--- src/rtl/layer_stream_host_if.sv ---
// Streaming link between the host and one layer instance; pure wiring, no latency.
// master = host side: drives words toward the layer and accepts its results.
// Backpressure: m_ready stalls host->layer words, s_ready stalls layer->host words.
// Signals: m_valid/m_ready/data_out (host->layer), s_valid/s_ready/data_in (layer->host).
interface layer_stream_host_if #(
  parameter int WIDTH = 8
);
  logic             m_valid;
  logic             m_ready;
  logic [WIDTH-1:0] data_out;
  logic             s_valid;
  logic             s_ready;
  logic [WIDTH-1:0] data_in;

  modport master (
    output m_valid, input  m_ready, output data_out,
    input  s_valid, output s_ready, input  data_in
  );

  modport slave (
    input  m_valid, output m_ready, input  data_out,
    output s_valid, input  s_ready, output data_in
  );
endinterface

--- src/rtl/layer_stream_host.sv ---
// Host for one streaming layer: streams a loaded TX buffer out, captures results into an RX buffer.
// Latency: first word offered the cycle after start; rd_data is one registered cycle behind rd_addr.
// Backpressure: TX word held until m_ready; RX accepted only while s_ready (no storage otherwise).
// Ports: clk/reset (async, active-high); ld_en/ld_addr/ld_data loader; start/num_vec run control;
//   lnk (master modport) layer stream; rd_addr/rd_data result read; busy/done/cycles status.
// Optional build macro HOST_STALL_INJECT_EN: LFSR-driven bubbles on s_ready and m_valid rises.
module layer_stream_host #(
  parameter int WIDTH = 8,
  parameter int M     = 8,
  parameter int N     = 8,
  parameter int VECS  = 4
) (
  input  logic                        clk,
  input  logic                        reset,
  input  logic                        ld_en,
  input  logic [$clog2(M*VECS)-1:0]   ld_addr,
  input  logic [WIDTH-1:0]            ld_data,
  input  logic                        start,
  input  logic [$clog2(VECS):0]       num_vec,
  layer_stream_host_if.master         lnk,
  input  logic [$clog2(N*VECS)-1:0]   rd_addr,
  output logic [WIDTH-1:0]            rd_data,
  output logic                        busy,
  output logic                        done,
  output logic [15:0]                 cycles
);
  localparam int TX_SZ = M * VECS;
  localparam int RX_SZ = N * VECS;
  localparam int TXAW  = $clog2(TX_SZ);
  localparam int RXAW  = $clog2(RX_SZ);
  localparam int NVW   = $clog2(VECS) + 1;
  // counters must reach the full buffer size, hence the +1
  localparam int CW    = $clog2(((TX_SZ > RX_SZ) ? TX_SZ : RX_SZ) + 1);

  typedef enum logic [1:0] {S_IDLE, S_RUN, S_DONE} state_t;

  state_t           r_state, w_state_nxt;
  logic [NVW-1:0]   r_nv, w_nv_nxt;
  logic [CW-1:0]    r_tx_cnt, r_rx_cnt, w_tx_cnt_nxt, w_rx_cnt_nxt;
  logic [CW-1:0]    w_tx_tot, w_rx_tot, w_tx_tot_nxt, w_rx_tot_nxt;
  logic             r_m_valid, r_s_ready, w_m_valid_nxt, w_s_ready_nxt;
  logic             w_tx_fire, w_rx_fire;
  logic             r_busy, r_done;
  logic [15:0]      r_cycles;
  logic [WIDTH-1:0] r_rd_data;
  logic [WIDTH-1:0] r_txbuf [TX_SZ];
  logic [WIDTH-1:0] r_rxbuf [RX_SZ];
  logic             w_rise_ok, w_rx_ok;

`ifdef HOST_STALL_INJECT_EN
  // Fibonacci LFSR x^8+x^6+x^5+x^4+1. Valid/ready are registered, so they are
  // gated with the value the LFSR will hold in the cycle they become visible.
  logic [7:0] r_lfsr, w_lfsr_nxt;
  assign w_lfsr_nxt = {r_lfsr[6:0], r_lfsr[7] ^ r_lfsr[5] ^ r_lfsr[4] ^ r_lfsr[3]};
  always_ff @(posedge clk or posedge reset) begin
    if (reset) r_lfsr <= 8'hA5;
    else       r_lfsr <= w_lfsr_nxt;
  end
  assign w_rise_ok = ~w_lfsr_nxt[1];
  assign w_rx_ok   = ~w_lfsr_nxt[0];
`else
  assign w_rise_ok = 1'b1;
  assign w_rx_ok   = 1'b1;
`endif

  assign w_tx_fire = r_m_valid & lnk.m_ready;
  assign w_rx_fire = r_s_ready & lnk.s_valid;
  assign w_tx_tot  = CW'(M) * CW'(r_nv);
  assign w_rx_tot  = CW'(N) * CW'(r_nv);

  always_comb begin
    w_state_nxt  = r_state;
    w_nv_nxt     = r_nv;
    w_tx_cnt_nxt = r_tx_cnt + CW'(w_tx_fire);
    w_rx_cnt_nxt = r_rx_cnt + CW'(w_rx_fire);
    case (r_state)
      // completion looks at post-transfer counts so the final transfers and
      // the DONE transition share one edge
      S_RUN: if (w_tx_cnt_nxt == w_tx_tot && w_rx_cnt_nxt == w_rx_tot) w_state_nxt = S_DONE;
      default: begin
        if (start) begin
          w_state_nxt  = S_RUN;
          w_nv_nxt     = (num_vec > NVW'(VECS)) ? NVW'(VECS) : num_vec;
          w_tx_cnt_nxt = '0;
          w_rx_cnt_nxt = '0;
        end
      end
    endcase
    w_tx_tot_nxt  = CW'(M) * CW'(w_nv_nxt);
    w_rx_tot_nxt  = CW'(N) * CW'(w_nv_nxt);
    // a valid already high stays high; only a fresh rise waits for a stall-free slot
    w_m_valid_nxt = (w_state_nxt == S_RUN) && (w_tx_cnt_nxt < w_tx_tot_nxt) && (r_m_valid || w_rise_ok);
    w_s_ready_nxt = (w_state_nxt == S_RUN) && (w_rx_cnt_nxt < w_rx_tot_nxt) && w_rx_ok;
  end

  always_ff @(posedge clk or posedge reset) begin
    if (reset) begin
      r_state   <= S_IDLE;
      r_nv      <= '0;
      r_tx_cnt  <= '0;
      r_rx_cnt  <= '0;
      r_m_valid <= 1'b0;
      r_s_ready <= 1'b0;
      r_busy    <= 1'b0;
      r_done    <= 1'b0;
      r_cycles  <= '0;
      r_rd_data <= '0;
    end else begin
      r_state   <= w_state_nxt;
      r_nv      <= w_nv_nxt;
      r_tx_cnt  <= w_tx_cnt_nxt;
      r_rx_cnt  <= w_rx_cnt_nxt;
      r_m_valid <= w_m_valid_nxt;
      r_s_ready <= w_s_ready_nxt;
      r_busy    <= (w_state_nxt == S_RUN);
      r_done    <= (w_state_nxt == S_DONE);
      if (r_state == S_RUN) begin
        if (r_cycles != 16'hFFFF) r_cycles <= r_cycles + 16'd1;
      end else if (start) begin
        r_cycles <= '0;
      end
      r_rd_data <= (int'(rd_addr) < RX_SZ) ? r_rxbuf[rd_addr] : '0;
    end
  end

  // buffers intentionally carry no reset
  always_ff @(posedge clk) begin
    if (ld_en && r_state != S_RUN && int'(ld_addr) < TX_SZ) r_txbuf[ld_addr] <= ld_data;
    if (w_rx_fire) r_rxbuf[r_rx_cnt[RXAW-1:0]] <= lnk.data_in;
  end

  // tx_cnt only moves on accept, so the offered word is stable while stalled
  assign lnk.data_out = r_m_valid ? r_txbuf[r_tx_cnt[TXAW-1:0]] : '0;
  assign lnk.m_valid  = r_m_valid;
  assign lnk.s_ready  = r_s_ready;
  assign rd_data      = r_rd_data;
  assign busy         = r_busy;
  assign done         = r_done;
  assign cycles       = r_cycles;
endmodule

--- src/flat_wrapper.sv ---
// flat-port wrapper written by rule: the top's interface ports become plain ports
module layer_stream_host_flat 
#(
  parameter int WIDTH = 8,
  parameter int M     = 8,
  parameter int N     = 8,
  parameter int VECS  = 4
)
  (clk, reset, ld_en, ld_addr, ld_data, start, num_vec, rd_addr, rd_data, busy, done, cycles, lnk_m_valid, lnk_m_ready, lnk_data_out, lnk_s_valid, lnk_s_ready, lnk_data_in);
  layer_stream_host_if #(.WIDTH(WIDTH)) lnk_i ();
  input  logic clk;
  input  logic reset;
  input  logic ld_en;
  input  logic [$clog2(M*VECS)-1:0] ld_addr;
  input  logic [WIDTH-1:0] ld_data;
  input  logic start;
  input  logic [$clog2(VECS):0] num_vec;
  input  logic [$clog2(N*VECS)-1:0] rd_addr;
  output logic [WIDTH-1:0] rd_data;
  output logic busy;
  output logic done;
  output logic [15:0] cycles;
  output wire logic [$bits(lnk_i.m_valid)-1:0] lnk_m_valid;
  input wire logic [$bits(lnk_i.m_ready)-1:0] lnk_m_ready;
  output wire logic [$bits(lnk_i.data_out)-1:0] lnk_data_out;
  input wire logic [$bits(lnk_i.s_valid)-1:0] lnk_s_valid;
  output wire logic [$bits(lnk_i.s_ready)-1:0] lnk_s_ready;
  input wire logic [$bits(lnk_i.data_in)-1:0] lnk_data_in;
  assign lnk_m_valid = lnk_i.m_valid;
  assign lnk_i.m_ready = lnk_m_ready;
  assign lnk_data_out = lnk_i.data_out;
  assign lnk_i.s_valid = lnk_s_valid;
  assign lnk_s_ready = lnk_i.s_ready;
  assign lnk_i.data_in = lnk_data_in;
  layer_stream_host #(.WIDTH(WIDTH), .M(M), .N(N), .VECS(VECS)) u_core (.clk(clk), .reset(reset), .ld_en(ld_en), .ld_addr(ld_addr), .ld_data(ld_data), .start(start), .num_vec(num_vec), .lnk(lnk_i), .rd_addr(rd_addr), .rd_data(rd_data), .busy(busy), .done(done), .cycles(cycles));
endmodule
--- config.mk ---
export PLATFORM = sky130hd
export DESIGN_NAME = layer_stream_host_flat
export DESIGN_NICKNAME = d
export VERILOG_FILES = /design/src/rtl/layer_stream_host_if.sv /design/src/rtl/layer_stream_host.sv /design/src/flat_wrapper.sv
export SDC_FILE = /design/constraint.sdc
export NUM_CORES = 1
export LEC_CHECK = 0
export CAP_MARGIN = 20
export CORE_ASPECT_RATIO = 0.7
export CORE_MARGIN = 2
export CORE_UTILIZATION = 42
export CTS_CLUSTER_SIZE = 30
export DETAILED_ROUTE_END_ITERATION = 16
export PLACE_DENSITY = 0.66
export SLEW_MARGIN = 20
export SYNTH_ARGS = -nofsm -noshare
export SYNTH_HDL_FRONTEND = slang
export SYNTH_SLANG_ARGS = --single-unit
--- constraint.sdc ---
create_clock -name clk -period 4.54 [get_ports clk]
set_clock_uncertainty 0.2 [all_clocks]
set_input_delay 0.908 -clock clk [delete_from_list [all_inputs] [get_ports clk]]
set_output_delay 0.908 -clock clk [all_outputs]
set_load 0.01 [all_outputs]
==> flow_results.org <==
** Setup path
- Worst path arrival time :: 3310 ps
- The slowest stage of the critical path belongs to the cell sky130_fd_sc_hd__dfrtp_4.
- Max incr delay on CP :: 600 ps
- Element type at the critical path start :: flip-flop
- The critical path is of the flip-flop to output port type.
- STA classifies the critical path endpoint as an output port.
- STA puts the critical path data required time at approximately 3400 ps.
- Library cell appearing most often on the critical path :: sky130_fd_sc_hd__mux4_2
- Of all nets on the critical path, the largest fanout is 14.
- Cells along the critical path :: buf_4 -> mux4_2 -> mux4_2 -> a21oi_1 -> nor2_1 -> clkdlybuf4s50_1
- Setup slack of the worst register-to-register path :: 1560 ps
- Measured in cells, the most critical reg-to-reg path has a length of 10.
- R2R Path End :: u_core.lnk.m_valid
- The worst register-to-register path begins at u_core.r_tx_cnt[0].

** STA
- Post-route clock period utilization :: a little over nine tenths
- Adding up every negative setup slack in the final design gives 0 ps.
- Setup repair after global routing left no endpoint under its margin.
- Final setup fails :: 0
- The final-report max-slew violation count was 0.
- Max Freq :: 226.5 MHz
- Clock period minus worst slack :: 4414 ps
- Hold timing on the final database bottoms out at a slack of 343.2 ps.
- Slew margin rel. :: 29.60%
- Final worst slack :: 125.9 ps
- At the pin with the least slew margin, the transition time is between 1000 and 1500 ps.
- Hold Fails Final Rpt :: 0

** Logic synthesis
- Summed over its instances, the top area cell type makes up 69.95% of the synthesized netlist area.
- Post-synthesis sequential element count :: 557
- Leading cell types by count after synthesis :: sky130_fd_sc_hd__edfxtp_1, sky130_fd_sc_hd__mux4_2, sky130_fd_sc_hd__nor2_1, sky130_fd_sc_hd__dfrtp_1, sky130_fd_sc_hd__nand2_1
- sky130_fd_sc_hd__edfxtp_1 takes more of the synthesized area than any other cell.
- The most common cell in the synthesized netlist is sky130_fd_sc_hd__edfxtp_1.
- Number of library cell types mapped by synthesis :: 49
- Post-synthesis net count :: between 1k and 1.5k
- After synthesis, flip-flops and latches occupy 75.08% of the total area.
- In the post-synthesis netlist, the biggest area contributors are sky130_fd_sc_hd__edfxtp_1, sky130_fd_sc_hd__mux4_2, sky130_fd_sc_hd__dfrtp_1.
- Number of warning messages in the yosys log :: 0
- Post-Syn Area per Cell :: approximately 21 sq um
- Synthesized instance count :: 1,066
- Of all flip-flops after synthesis, the portion carrying an async set or reset was 8.079%.
- EDFF count, synth :: 512
- Summing every instance area after synthesis gives 21,980 sq um.
- Most frequently used flop master after synthesis :: sky130_fd_sc_hd__edfxtp_1

** Floorplanning
- The die covers 54,200 sq um.
- From bottom edge to top edge, the die measures 195.4 um.
- The floorplan has 70 rows.
- Once the floorplan was initialized, standard cells occupied between 40 and 50% of the core.
- The die is 277.4 um wide.
- a little over 70 I/O pins were placed.
- The core region is 51,940 sq um.

** Clock tree
- The tree is rooted in a sky130_fd_sc_hd__clkbuf_16.
- Clock sinks :: 557
- Maximum clock path buffer count :: 3
- Number of buffers inserted by hold repair at cts :: 0
- Clock tree synthesis inserted a total of 52 buffers.
- The H-tree was split into 2 levels.
- TritonCTS clock tree :: built
- The clock reaches the later pin of the worst-skew pair after 610 ps.
- Clock transition time at the flip-flop clock pins of the worst setup and hold paths :: about 60 ps

** Detailed routing
- Starting DRC count in detailed routing :: 1,396
- Wirelength, routed :: 48.54 mm
- Detail Route met2 WL :: just over 20 mm
- Total vias in the final route :: 10.83k
- Post-route DRC violation count :: 0
- The count of nets left with antenna violations once routing finished came out at 0.
- Detailed routing placed a total of 4.953 mm of wire on met3.
- The highest metal layer carrying signal wires in the routed design is met4.
- For this run, the detailed router's first-pass iteration total came to 7.
- After detailed routing, the wire length on met1 is around 22 mm.
- DR vias/cell :: between 5 and 6
- Dividing the detail-routed wire length by the instance count gives around 26 um.

** Place
- OpenSTA, run right after detailed placement, puts the worst setup slack at 519.9 ps.
- Detailed placement ended at an HPWL of 30.69 mm.
- Port-buffer cells :: 70
- Post-Place Cells :: 1,800
- Routability-driven placement finished with a final weighted congestion of 0.8903.

** Outcome
- The flow ran to the end, and the final reports show no timing, DRC or antenna violations.

** Final layout
- Ratio of cells with drive above 1 in the final layout :: around 25%
- For this run, the number of standard cells in the final layout without fillers is 1,895.
- Post-route core utilization :: between 40% and 50%
- Diode insertion count for antenna repair :: 0
- At the end of the flow, the number of nets in the layout was between 1k and 1.5k.
- Compared with the post-synthesis result, the final layout area differs by 15.46%.
- Fillers :: 4,107

** Power and ir drop
- Summed over all cells, the static leakage comes to 8.130 nW.
- Maximum resistive drop on vdd :: 322.7 uV
- P per Cell Area :: 536.5 nW/um^2

** Global route
- Via count of the first global-routing pass :: 10.79k
- Initial antenna violation count :: 2
- Entering global routing, the biggest net connects 39 pins.
- Global-route usage over all layers :: 18.15%
- The first global-routing pass estimated 72.20 mm of wire.
- Grt ovf :: 0

** Min path
- The path class of the tightest hold or removal check is flip-flop to flip-flop.
- Endpoint with the worst hold slack :: u_core.cycles[9]
- The worst hold path begins at u_core.cycles[9].
- Along the worst hold path, the cell count comes to 1.

** Flow run
- Across the run, the number of max-cap violations was 0.
-- flip-flops by register name (all words and copies together), names as in the netlist --
| name | count |
|---|---|
| u_core.busy | 1 |
| u_core.cycles | 16 |
| u_core.done | 1 |
| u_core.lnk.m_valid | 1 |
| u_core.lnk.s_ready | 1 |
| u_core.r_nv | 3 |
| u_core.r_rx_cnt | 6 |
| u_core.r_rxbuf | 256 |
| u_core.r_state | 2 |
| u_core.r_tx_cnt | 6 |
| u_core.r_txbuf | 256 |
| u_core.rd_data | 8 |
-- power breakdown --
part	switching (mW)	internal, mW
sequential	0.353	5.83
clock	1.88	2.78
combinational	1.40	1.37
total	3.63	9.98
-- timing repair --
action                                  4_1_cts  5_1_grt
setup buffers                                 1        0
endpoints found under the setup margin        4        0
resized for setup                             2        0
-- kinds of logic after synthesis --
logic type | count (synthesis) | share of synthesized area [%]
adder cells (fa/ha/maj) | 9 | 0.5124
AND/OR/NAND/NOR | 194 | 4.287
XOR/XNOR | 12 | 0.4782
flip-flops | 557 | 75.08
AO/OA/AOI/OAI | 59 | 1.833
multiplexers | 170 | 16.45
buffers and inverters | 65 | 1.366
-- layer usage --
layer  vias to the layer above  GRT usage, %
li1                       4584             -
met1                      5674         28.78
met2                       519         25.00
met3                        55         4.822
met4                         0         4.126
met5                         -             0
-- worst max path at each step --
stage	slack [ps]	to	startpoint
finish	130	lnk_data_out[1]	u_core.r_tx_cnt[0]
global route	4	lnk_data_out[3]	u_core.r_tx_cnt[0]
CTS	80	lnk_data_out[3]	u_core.r_tx_cnt[0]
detailed placement	520	lnk_data_out[0]	u_core.r_tx_cnt[1]
global placement	530	lnk_data_out[0]	u_core.r_tx_cnt[1]
floorplan	1390	lnk_data_out[0]	u_core.r_tx_cnt[0]
-- metrics by stage --
step,power [mW],area [sq um]
floorplan,7.903,21980
global placement,8.985,23590
detailed placement,9.025,23570
CTS,13.71,25420
global route,14.12,25380
finish,13.61,25380
-- area by class of cell --
cell class	instances	area, sq um	share of cell area [%]
inverter	12	45.04	0.1775
multi-input combinational	444	5182	20.42
tap	684	855.8	3.372
sequential	557	16510	65.05
clock inverter	31	471.7	1.859
timing repair buffer	104	949.7	3.742
clock buffer	63	1364	5.374
-- placed cells by master (no fill, tap or decap), drive strengths merged, types with 2 or more instances in the layout --
cell             n
nand4b           2
and2             8
nand4            5
nor4             3
a211o            2
nand3           12
or3              2
a21oi           12
nand3b          10
xor2             6
bufinv          11
ha               9
or3b             5
nand2           25
buf             49
mux2             9
nor2b            8
dfrtp           45
a21o             2
nand2b           2
mux2i            9
clkinv          18
a211oi          12
and4             3
a31oi            4
nor2            93
inv             14
clkdlybuf4s50   55
o21a             3
xnor2            6
mux4           152
clkbuf          63
and3             6
o21ai           16
edfxtp         512
nor3             7
-- worst max-delay path, delay by kind of cell, from the launching register on --
family,cells,cell delay (ps)
flops,1,600
simple gates,1,60
buf+inv,2,830
mux,2,1060
compound gates,1,170
Power figures use the tool's default switching activity.
